## src/rtl/rice_core_pkg.sv

```systemverilog
// Shared core types: pipeline-boundary result layouts and buffer limits.
package rice_core_pkg;

  localparam int RICE_CORE_BUFFER_MAX_DEPTH = 8;

  typedef enum logic [0:0] {
    STAGE_IF_ID = 1'b0,
    STAGE_ID_EX = 1'b1
  } rice_core_stage_e;

  typedef struct packed {
    logic [31:0] pc;
    logic [31:0] instr;
  } rice_core_if_id_t;

  typedef struct packed {
    logic [31:0] pc;
    logic [31:0] rs1_val;
    logic [31:0] rs2_val;
    logic [31:0] imm;
    logic [4:0]  rd;
    logic [3:0]  alu_op;
  } rice_core_id_ex_t;

  // Stages size their boundary buffer WIDTH from this so both sides agree.
  function automatic int rice_core_stage_width(input rice_core_stage_e stage);
    case (stage)
      STAGE_IF_ID: return $bits(rice_core_if_id_t);
      STAGE_ID_EX: return $bits(rice_core_id_ex_t);
      default:     return 0;
    endcase
  endfunction

endpackage

```

## src/rtl/rice_core_wrap_counter.sv

```systemverilog
// Modulo-DEPTH pointer with increment and synchronous clear.
module rice_core_wrap_counter #(
  parameter int DEPTH = 2,
  parameter int PW    = (DEPTH > 1) ? $clog2(DEPTH) : 1
) (
  input  logic          i_clk,
  input  logic          i_rst_n,
  input  logic          i_clear,
  input  logic          i_incr,
  output logic [PW-1:0] o_ptr
);

  logic [PW-1:0] ptr_q, ptr_d;

  always_comb begin
    ptr_d = ptr_q;
    if (i_clear) begin
      ptr_d = '0;
    end else if (i_incr) begin
      ptr_d = (ptr_q == PW'(DEPTH - 1)) ? '0 : ptr_q + PW'(1);
    end
  end

  always_ff @(posedge i_clk or negedge i_rst_n) begin
    if (!i_rst_n) begin
      ptr_q <= '0;
    end else begin
      ptr_q <= ptr_d;
    end
  end

  assign o_ptr = ptr_q;

endmodule

```

## src/rtl/rice_core_pipeline_buffer.sv

```systemverilog
// Elastic valid/ready buffer between two core pipeline stages; oldest entry
// is presented from storage registers, flush discards everything.
module rice_core_pipeline_buffer
  import rice_core_pkg::*;
#(
  parameter int WIDTH        = 32,
  parameter int DEPTH        = 2,
  parameter bit READY_BYPASS = 1'b0,
  parameter int CW           = $clog2(DEPTH + 1)
) (
  input  logic             i_clk,
  input  logic             i_rst_n,
  input  logic             i_flush,
  input  logic             i_valid,
  output logic             o_ready,
  input  logic [WIDTH-1:0] i_data,
  output logic             o_valid,
  input  logic             i_ready,
  output logic [WIDTH-1:0] o_data,
  output logic [CW-1:0]    o_count,
  output logic             o_empty,
  output logic             o_full
);

  localparam int PW = (DEPTH > 1) ? $clog2(DEPTH) : 1;

  logic [WIDTH-1:0] mem_q [DEPTH];
  logic [PW-1:0]    wr_ptr, rd_ptr;
  logic [CW-1:0]    count_q, count_d;
  logic             push, pop;

  assign o_full  = (count_q == CW'(DEPTH));
  assign o_empty = (count_q == '0);
  assign o_valid = !o_empty;
  assign o_count = count_q;

  // Bypass puts i_ready -> o_ready on a combinational path; the upstream
  // stage must budget for it.
  assign o_ready = READY_BYPASS ? (!o_full || i_ready) : !o_full;

  // Handshakes still complete during flush, but the data is dropped.
  assign push = i_valid && o_ready && !i_flush;
  assign pop  = o_valid && i_ready && !i_flush;

  rice_core_wrap_counter #(.DEPTH(DEPTH), .PW(PW)) u_wr_ptr (
    .i_clk   (i_clk),
    .i_rst_n (i_rst_n),
    .i_clear (i_flush),
    .i_incr  (push),
    .o_ptr   (wr_ptr)
  );

  rice_core_wrap_counter #(.DEPTH(DEPTH), .PW(PW)) u_rd_ptr (
    .i_clk   (i_clk),
    .i_rst_n (i_rst_n),
    .i_clear (i_flush),
    .i_incr  (pop),
    .o_ptr   (rd_ptr)
  );

  always_comb begin
    count_d = count_q;
    if (i_flush) begin
      count_d = '0;
    end else if (push && !pop) begin
      count_d = count_q + CW'(1);
    end else if (pop && !push) begin
      count_d = count_q - CW'(1);
    end
  end

  always_ff @(posedge i_clk or negedge i_rst_n) begin
    if (!i_rst_n) begin
      count_q <= '0;
    end else begin
      count_q <= count_d;
    end
  end

  always_ff @(posedge i_clk or negedge i_rst_n) begin
    if (!i_rst_n) begin
      for (int i = 0; i < DEPTH; i++) begin
        mem_q[i] <= '0;
      end
    end else if (push) begin
      mem_q[wr_ptr] <= i_data;
    end
  end

  // Head is read straight out of storage registers: no i_data fall-through.
  assign o_data = mem_q[rd_ptr];

endmodule
```

## config.mk

```make
export PLATFORM = sky130hd
export DESIGN_NAME = rice_core_pipeline_buffer
export DESIGN_NICKNAME = d
export VERILOG_FILES = /design/src/rtl/rice_core_pkg.sv /design/src/rtl/rice_core_wrap_counter.sv /design/src/rtl/rice_core_pipeline_buffer.sv
export SDC_FILE = /design/constraint.sdc
export NUM_CORES = 1
export LEC_CHECK = 0
export ABC_CLOCK_PERIOD_IN_PS = 1620
export BUFFER_PORTS_ARGS = -buffer_cell sky130_fd_sc_hd__buf_2
export CORE_ASPECT_RATIO = 0.5
export CORE_MARGIN = 2
export CORE_UTILIZATION = 31
export DETAILED_ROUTE_END_ITERATION = 12
export PLACE_DENSITY = 0.58
export SLEW_MARGIN = 25
export SYNTH_ARGS = -nofsm -noshare
export SYNTH_HDL_FRONTEND = slang
export SYNTH_SLANG_ARGS = --single-unit
```

## constraint.sdc

```tcl
create_clock -name i_clk -period 1.62 [get_ports i_clk]
set_input_delay 0.324 -clock i_clk [delete_from_list [all_inputs] [get_ports i_clk]]
set_output_delay 0.324 -clock i_clk [all_outputs]
set_load 0.03 [all_outputs]
```

==> results.md <==
- Outcome: finished, violations left
- Violated checks: negative setup slack
- Drt initial violations: 78
- Place WS: 0.02954 ns
- Yosys reg bits: 68
- Reg2Reg Launch Point: o_count[1]$_DFFE_PN0P_
- Tightest Pin Transition: ~0.5 ns
- Largest net degree at the start of global routing: 33
- Number of max-cap violations: 0
- Most used DFF post-synth: dfrtp_1
- Via/cell ratio: 4.547
- Via count: approximately 1900
- Mapped cell area: 0.002992 mm²
- Max rail drop VDD: between 0.0006 and 0.0007 V
- H-tree Lvls: 3
- Crit path kind: reg2out
- Total iterations of the first detailed-routing run: 4
- Number of global-route vias before repair: 2113
- Minimum clock period: 1.739 ns
- Initial Utilization: around a third
- Initial antenna violation count: 0
- Area Overhead vs Synth: 48.01%
- TritonCTS Buffers: 9
- GRT Total Usage: 12.58%
- WP data arrival: 1.41 ns
- Mean area per synthesized cell: 15.34 µm²
- First-pass GRT wire length: 10090 µm
- Worst setup EP type: output port
- Worst-Skew Late Latency: 0.32 ns
- Die height: 73.47 µm
- Hold Crit Start: i_data[6]
- Commonest non-fill, non-tap cell in the layout: dfrtp_1
- Final setup violating endpoints: 56
- Root Driver: clkbuf_16
- Final max-slew violation count: 0
- Setup WS post-layout: -0.1185 ns
- Clk sinks: 68
- Nets: 325
- Skew final: between 0.007 and 0.008 ns
- Critical Path RT: 1.30 ns
- CTS tree: built
- Pleak: approximately 2 nW
- Post-synthesis cell type count: 20
- Tcrit/Tclk final: 107.3%
- RSZ-0062 raised after global routing: yes
- Number of flops mapped to enable cells by yosys: 0
- Post-DP HPWL: 4370 µm
- IO buf count: 74
- Mapped Nets: 232
- Die width: about 140 µm
- Max Clk Rate: 575.2 MHz
- Synth warnings: 0
- CP Max Fanout: 13
- Final core occ: 47.03%
- Max_slew headroom: 66.93%
- Final Non-Filler Cells: between 400 and 500
- Post-synthesis cell count: 195
- PwrDens: ~1400 mW/mm²
- Commonest cells after routing, fill and taps aside: dfrtp_1 (65), mux2_2 (51), mux2_4 (44)
- Layout cells sized above 1: between 70% and 80%
- Placed insts: 403
- Fin. Hold Viols: 0
- Startpoint of the worst setup timing path: u_rd_ptr.o_ptr$_DFFE_PN0P_
- Post-route ant nets: 0
- Register area share after synthesis: approximately 57%
- Die area: between 0.01 and 0.015 mm²
- Io pins: 75
- Clk slew on worst S/H paths: approximately 0.06 ns
- Core ar.: 0.009415 mm²
- Routability cong.: 0.7241
- N_diodes: 0
- Wire length per cell: 15.93 µm
- Residual DRC: 0
- Grt ovf: 0
- Detailed Route WL: just under 7000 µm
- Hold Crit Class: in2reg
- FFs w/ async S/R, synth: 100.0%
- Startpoint Class: flop
- Site Rows: 25
- CTS Buffer Depth: 2
-- cells by family after synthesis --
group	count (synthesis)	synth area share (%)
muxes	96	36.14
DFF	68	56.88
buffers and inverters	13	2.635
and+or+nand+nor	8	2.300
AOI/OAI and AO/OA	9	1.757
xor gates and xnor gates	1	0.2928
-- metrics by stage --
step | setup TNS (ns) | hold slack, ns | cell area [µm²] | power, mW
after floorplan | -3.444 | 0.02841 | 3009 | 3.368
after global placement | 0 | 0.3055 | 3628 | 3.737
after detailed placement | 0 | 0.3127 | 3628 | 3.814
after CTS | -3.597 | 0.2302 | 4143 | 6.161
after global routing | -7.403 | 0.2352 | 4428 | 6.630
final | -4.200 | 0.2488 | 4428 | 6.334
-- synth_stat cells (2+ instances only) --
library cell	instances	area, µm²
mux2_2	95	1070
dfrtp_1	68	1702
buf_2	6	30.03
a21oi_1	3	15.01
buf_6	3	33.78
nor2_1	3	11.26
o21ai_0	3	15.01
inv_1	2	7.510
-- power by group --
part	leakage (nW)	switching [mW]	internal [mW]
clock network	0.156	0.717	1.35
registers	0.811	0.215	2.10
logic	1.09	0.868	1.08
-- state kept, by name, summed over array words and instances, names as in the netlist --
name,cells
mem_q,64
u_rd_ptr.o_ptr,1
u_wr_ptr.o_ptr,1
o_count,2
-- path summary, 6_finish.rpt --
check | endpoint | slack, ns | cells past startpoint
setup / recovery | o_data[25] | -0.12 | 3
hold / removal | mem_q[38]$_DFFE_PN0P_ | 0.25 | 2
setup reg to reg | mem_q[36]$_DFFE_PN0P_ | -0.10 | 6
hold reg to reg | mem_q[1]$_DFFE_PN0P_ | 0.50 | 1
max in group asynchronous | o_count[0]$_DFFE_PN0P_ | 0.58 | 3
min in group asynchronous | mem_q[46]$_DFFE_PN0P_ | 0.50 | 2
-- layer usage --
| layer | vias to the layer above | GRT usage [%] | wire (µm) |
|---|---|---|---|
| met4 | 0 | 4.070 | 86 |
| met2 | 38 | 23.23 | 3725 |
| met3 | 11 | 4.433 | 157 |
| li1 | 888 | - | - |
| met5 | - | 0 | 0 |
| met1 | 1009 | 13.76 | 2850 |
-- critical path, stage by stage, from the launching register on --
cell and delay (ns):
dfrtp_2 0.42, buf_12 0.18, mux2_2 0.35, buf_6 0.14
-- area by class of cell --
class / instances / area [µm²]
well taps: 135 / 168.9
flip-flops and latches: 68 / 1705
fillers: 813 / 4987
clock buffers: 9 / 225.2
repair buffers: 92 / 832.0
inverters: 3 / 18.77
multi-input cells: 114 / 1379
clock inverters: 7 / 98.84
-- timing repair --
item,in CTS,in global routing
pin swaps,0,1
setup buffers,0,6
hold endpoints to repair,18,0
hold buffers,1,0
setup endpoints to repair,32,42
resized for setup,58,55
cloned,0,2
Power figures use the tool's default switching activity.
